$ cat src/rtl/imm_encoder.sv
`default_nettype none
// +----------------------------------------------------------------------------+
// | Module   : imm_encoder                                                     |
// | Purpose  : Two-stage RV32I I/S/B/J instruction assembler with range check  |
// |            and word-aligned write-address generation.                      |
// | Option   : IMMENC_ERRCNT_EN adds a saturating err_count output.            |
// | Revision : 1.0                                                             |
// +----------------------------------------------------------------------------+
module imm_encoder #(
  parameter int                ADDR_W    = 32,
  parameter logic [ADDR_W-1:0] BASE_ADDR = '0
) (
  input  logic              clk,
  input  logic              reset,
  input  logic              addr_clr,
  input  logic              in_valid,
  output logic              in_ready,
  input  logic [1:0]        fmt,
  input  logic [6:0]        opcode,
  input  logic [4:0]        rd,
  input  logic [4:0]        rs1,
  input  logic [4:0]        rs2,
  input  logic [2:0]        funct3,
  input  logic [31:0]       imm,
  output logic              out_valid,
  input  logic              out_ready,
  output logic [31:0]       out_instr,
  output logic [ADDR_W-1:0] out_addr,
  output logic              out_err
`ifdef IMMENC_ERRCNT_EN
  ,output logic [15:0]      err_count
`endif
);

  localparam logic [31:0] c_nop = 32'h0000_0013;

  logic              r_s1_valid;
  logic [31:0]       r_s1_instr;
  logic              r_s1_err;
  logic              r_s2_valid;
  logic [31:0]       r_s2_instr;
  logic              r_s2_err;
  logic [ADDR_W-1:0] r_s2_addr;
  logic [ADDR_W-1:0] r_cnt;
  logic              r_clr_pend;

  logic [31:0]       w_packed;
  logic              w_ok;
  logic              w_s1_adv;
  logic              w_accept;
  logic              w_hs;
  logic [ADDR_W-1:0] w_cnt_next;

  always_comb begin
    w_packed = '0;
    w_ok     = 1'b1;
    case (fmt)
      2'b00: begin
        w_packed = {imm[11:0], rs1, funct3, rd, opcode};
        w_ok     = (&imm[31:11]) || (~|imm[31:11]);
      end
      2'b01: begin
        w_packed = {imm[11:5], rs2, rs1, funct3, imm[4:0], opcode};
        w_ok     = (&imm[31:11]) || (~|imm[31:11]);
      end
      2'b10: begin
        w_packed = {imm[12], imm[10:5], rs2, rs1, funct3, imm[4:1], imm[11], opcode};
        w_ok     = ((&imm[31:12]) || (~|imm[31:12])) && !imm[0];
      end
      default: begin
        w_packed = {imm[20], imm[10:1], imm[11], imm[19:12], rd, opcode};
        w_ok     = ((&imm[31:20]) || (~|imm[31:20])) && !imm[0];
      end
    endcase
  end

  assign w_s1_adv = !r_s2_valid || out_ready;
  assign in_ready = !r_s1_valid || w_s1_adv;
  assign w_accept = in_valid && in_ready;
  assign w_hs     = r_s2_valid && out_ready;

  // r_cnt holds the address of the beat in stage 2, or of the next beat to
  // arrive there. A clear while a beat is parked must not be undone by that
  // beat's later handshake, hence r_clr_pend.
  assign w_cnt_next = addr_clr ? BASE_ADDR :
                      (w_hs && !r_clr_pend) ? r_cnt + ADDR_W'(4) : r_cnt;

  always_ff @(posedge clk or posedge reset) begin
    if (reset) begin
      r_s1_valid <= 1'b0;
      r_s1_instr <= '0;
      r_s1_err   <= 1'b0;
      r_s2_valid <= 1'b0;
      r_s2_instr <= '0;
      r_s2_err   <= 1'b0;
      r_s2_addr  <= BASE_ADDR;
      r_cnt      <= BASE_ADDR;
      r_clr_pend <= 1'b0;
    end else begin
      if (in_ready) begin
        r_s1_valid <= in_valid;
      end
      if (w_accept) begin
        r_s1_instr <= w_ok ? w_packed : c_nop;
        r_s1_err   <= !w_ok;
      end
      if (w_s1_adv) begin
        r_s2_valid <= r_s1_valid;
        if (r_s1_valid) begin
          r_s2_instr <= r_s1_instr;
          r_s2_err   <= r_s1_err;
          r_s2_addr  <= w_cnt_next;
        end
      end
      r_cnt <= w_cnt_next;
      if (addr_clr) begin
        r_clr_pend <= r_s2_valid && !out_ready;
      end else if (w_hs) begin
        r_clr_pend <= 1'b0;
      end
    end
  end

  assign out_valid = r_s2_valid;
  assign out_instr = r_s2_instr;
  assign out_addr  = r_s2_addr;
  assign out_err   = r_s2_err;

`ifdef IMMENC_ERRCNT_EN
  logic [15:0] r_err_count;

  always_ff @(posedge clk or posedge reset) begin
    if (reset) begin
      r_err_count <= '0;
    end else if (addr_clr) begin
      r_err_count <= '0;
    end else if (w_hs && r_s2_err && (r_err_count != 16'hFFFF)) begin
      r_err_count <= r_err_count + 16'd1;
    end
  end

  assign err_count = r_err_count;
`endif

endmodule
`default_nettype wire
$ cat config.mk
export PLATFORM = sky130hd
export DESIGN_NAME = imm_encoder
export DESIGN_NICKNAME = d
export VERILOG_FILES = /design/src/rtl/imm_encoder.sv
export SDC_FILE = /design/constraint.sdc
export NUM_CORES = 1
export LEC_CHECK = 0
export CORE_ASPECT_RATIO = 1.2
export CORE_MARGIN = 5
export CORE_UTILIZATION = 40
export CTS_CLUSTER_DIAMETER = 200
export DETAILED_ROUTE_END_ITERATION = 10
export PLACE_DENSITY = 0.68
export SYNTH_ARGS = -nofsm -noshare
export SYNTH_HDL_FRONTEND = slang
export SYNTH_SLANG_ARGS = --single-unit
$ cat constraint.sdc
create_clock -name clk -period 5.3 [get_ports clk]
set_input_delay 1.59 -clock clk [delete_from_list [all_inputs] [get_ports clk]]
set_output_delay 1.59 -clock clk [all_outputs]
set_load 0.02 [all_outputs]
==> impl_metrics.json <==
{
  "outcome": "finished, final reports clean",
  "ys_seq_area_frac": 0.562,
  "h-tree-depth": 4,
  "io_buffers": 130,
  "power_leakage_nw": 3.31,
  "postSynth.asyncResetShare": 1.00,
  "hold_class": "flip-flop to flip-flop",
  "clock-sinks": 133,
  "drt_pass1_iterations": 4,
  "synth_cells": 547,
  "gp_congestion": 0.798,
  "grt_first_pass_wirelength_um": 23600,
  "layout.nets": 733,
  "cp_data_required_time_ps": 3710,
  "finalCritPeriodShare": 0.850,
  "gr-total-overflow": 0,
  "cts_root_buf": "clkbuf_16",
  "yosys-top-cells-count": "dfrtp_1, nand2_1, nor2_1",
  "start_kind": "input pin",
  "ctsResizeCount": 0,
  "wire_per_inst_um": 16.2,
  "yosys_warnings": 0,
  "r2r_cells": 5,
  "core.rowCount": 48,
  "combPwrFrac": 0.161,
  "hold_start": "out_addr[18]",
  "timing.fmax_mhz": 222,
  "drv_cap": 0,
  "setup_tns_ps": 0,
  "post-route-drc-count": 0,
  "tightestPinTransition_ps": 999,
  "arrival_ps": 2910,
  "yosysMostFrequentCell": "dfrtp_1",
  "clk_pin_slew_worst_paths_ps": 60,
  "cp_slowest_cell": "clkdlybuf4s50_1",
  "clock_latency_ps": 410,
  "slew_headroom": 0.334,
  "grt_max_degree": 69,
  "peakVddDrop_uv": 215,
  "slew_viol_final": 0,
  "path_depth": 3,
  "cp_common_cell": "clkdlybuf4s50_1",
  "track_usage": 0.170,
  "crit_family": "buffers and inverters",
  "power.share.sequential": 0.417,
  "regToRegSetupSlack_ps": 2550,
  "cts_tree": "built",
  "ys_types": 40,
  "ant_nets": 0,
  "netlist.area_leader.share": 0.562,
  "grt_pass1_vias": 4805,
  "antenna_found_initial": 0,
  "syn2layout_area_growth_pct": 34.6,
  "rsz0062_at_grt": "false",
  "critPathMaxFanout": 4,
  "p_int_mw": 2.03,
  "ys_ff_latch": 133,
  "finalSetupViolations": 0,
  "fp.dieArea_um2": 17300,
  "p_clk_frac": 0.422,
  "numCtsBuffers": 17,
  "cellPowerDensity_nw_per_um2": 345,
  "switching_share": 0.263,
  "yosys_most_used_dff": "dfrtp_1",
  "finalCriticalPeriod_ps": 4500,
  "initialDrtViolationCount": 176,
  "synth-edff-count": 0,
  "netlist_top_cells_area": "dfrtp_1, mux2_2, nand2_1",
  "hold_viol": 0,
  "die_y_um": 143,
  "die_w_um": 121,
  "post_cts_buffers": 0,
  "viasPerCell": 5.17,
  "skew_ps": 10.6,
  "ioPinCount": 131,
  "drt-total-wl_um": 14200,
  "critPathCaptureType": "primary output",
  "worstPathCellList": "clkdlybuf4s50_1, nand3b_1, clkdlybuf4s50_1",
  "synth_largest_area_cell": "dfrtp_1",
  "core_region_area_um2": 14500,
  "crit_type": "input pin to primary output",
  "p_sw_uw": 723,
  "dp_hpwl_um": 10100,
  "antenna_cells": 0,
  "reg2reg_from": "r_cnt[6]",
  "critPathBufInv": 2,
  "synth.cell_area_um2": 5920,
  "clockBufferDepth": 2,
  "nFillCells": 1308,
  "syn_nets": 612,
  "vias": 4557,
  "syn_area_per_cell_um2": 10.8,
  "holdPathStages": 2,
  "postCtsHoldBufs": 0,
  "drive_gt1_frac": 0.145,
  "worstHoldEndpoint": "out_addr[18]",
  "initial_core_util": 0.409,
  "slowest_delay_ps": 640,
  "reg2reg_to": "out_addr[23]",
  "hold_slack_ps": 478
}
==> worst max path at each step <==
stage | slack (ps) | startpoint | endpoint
after CTS | 800 | out_ready | in_ready
final | 800 | out_ready | in_ready
after floorplan | 160 | reset | out_addr[0]
after global placement | 820 | out_ready | in_ready
after global routing | 760 | out_ready | in_ready
after detailed placement | 800 | out_ready | in_ready
==> cells in the final DEF (no fill, tap or decap), types with 6 or more instances in the layout <==
cell             netlist  layout
xor2_1                 6       6
or4_1                  7       7
nand2_1               86      85
mux2i_1                7       7
o31ai_1               11      11
nor4_1                14      14
clkbuf_16              0      17
clkdlybuf4s50_1        0     130
nor3_1                 6       6
mux2_2                41      41
nand4_1               12      12
nand2b_1               6       6
a21oi_1               17      17
dfrtp_1              133     133
nor2_1                54      54
a311oi_2              13      13
inv_1                  8       7
xnor2_1               19      19
nand3_1               18      18
o21ai_0               18      18
==> state kept, by name (all words and copies together), names as in the netlist <==
register	cells
out_valid	1
r_cnt	32
out_addr	32
r_s1_err	1
r_clr_pend	1
out_instr	32
r_s1_instr	32
r_s1_valid	1
out_err	1
==> cells by family (layout without fill, tap and decap cells) <==
group,count (synthesis),after routing,synth area share
AOI/OAI and AO/OA,74,74,0.0988
muxes,48,48,0.0899
DFF,133,133,0.562
xor gates and xnor gates,25,25,0.0370
buffers and inverters,41,175,0.0309
adders and majority gates,1,1,0.00211
and+or+nand+nor,225,225,0.179
==> power by group through the flow <==
stage          Sequential (mW)  Combinational [mW]  Clock, mW
2_1_floorplan             1.22               0.180          0
3_3_place_gp              1.16               0.441          0
3_5_place_dp              1.16               0.450          0
4_1_cts                   1.15               0.451       1.19
5_1_grt                   1.16               0.478       1.23
6_report                  1.15               0.443       1.16
==> per-stage QoR <==
step	total power [mW]	setup WS [ps]	cell area [um^2]	instances	utilization
floorplan	1.40	156	5920	547	-
global placement	1.60	824	7370	849	0.509
detailed placement	1.61	802	7370	849	0.509
CTS	2.79	798	7960	881	0.550
global route	2.87	757	7960	881	0.550
finish	2.75	797	7960	881	0.550
==> metal layers <==
layer  global-route usage  up-vias  wire length [um]
li1                     -     2166                 -
met1                0.199     2238              5960
met2                0.294      141              7060
met3               0.0642       12              1080
met4               0.0453        0               141
met5                    0        -                 0
==> worst reg2reg max path: cells and delay by family, from the launching register on <==
kind	cells	cell delay (ps)
flip-flops	1	420
AO/OA/AOI/OAI	1	90
XOR/XNOR	1	270
AND/OR/NAND/NOR	3	1810
==> final cells by class <==
| cell class | count | area (um^2) | share of cell area |
|---|---|---|---|
| clock buffer | 19 | 443 | 0.0556 |
| multi-input combinational | 373 | 2410 | 0.303 |
| tap | 200 | 250 | 0.0314 |
| clock inverter | 13 | 149 | 0.0187 |
| timing repair buffer | 135 | 1350 | 0.170 |
| inverter | 8 | 32.5 | 0.00408 |
| sequential | 133 | 3330 | 0.418 |
No activity file was read; power rests on OpenSTA's default activity.
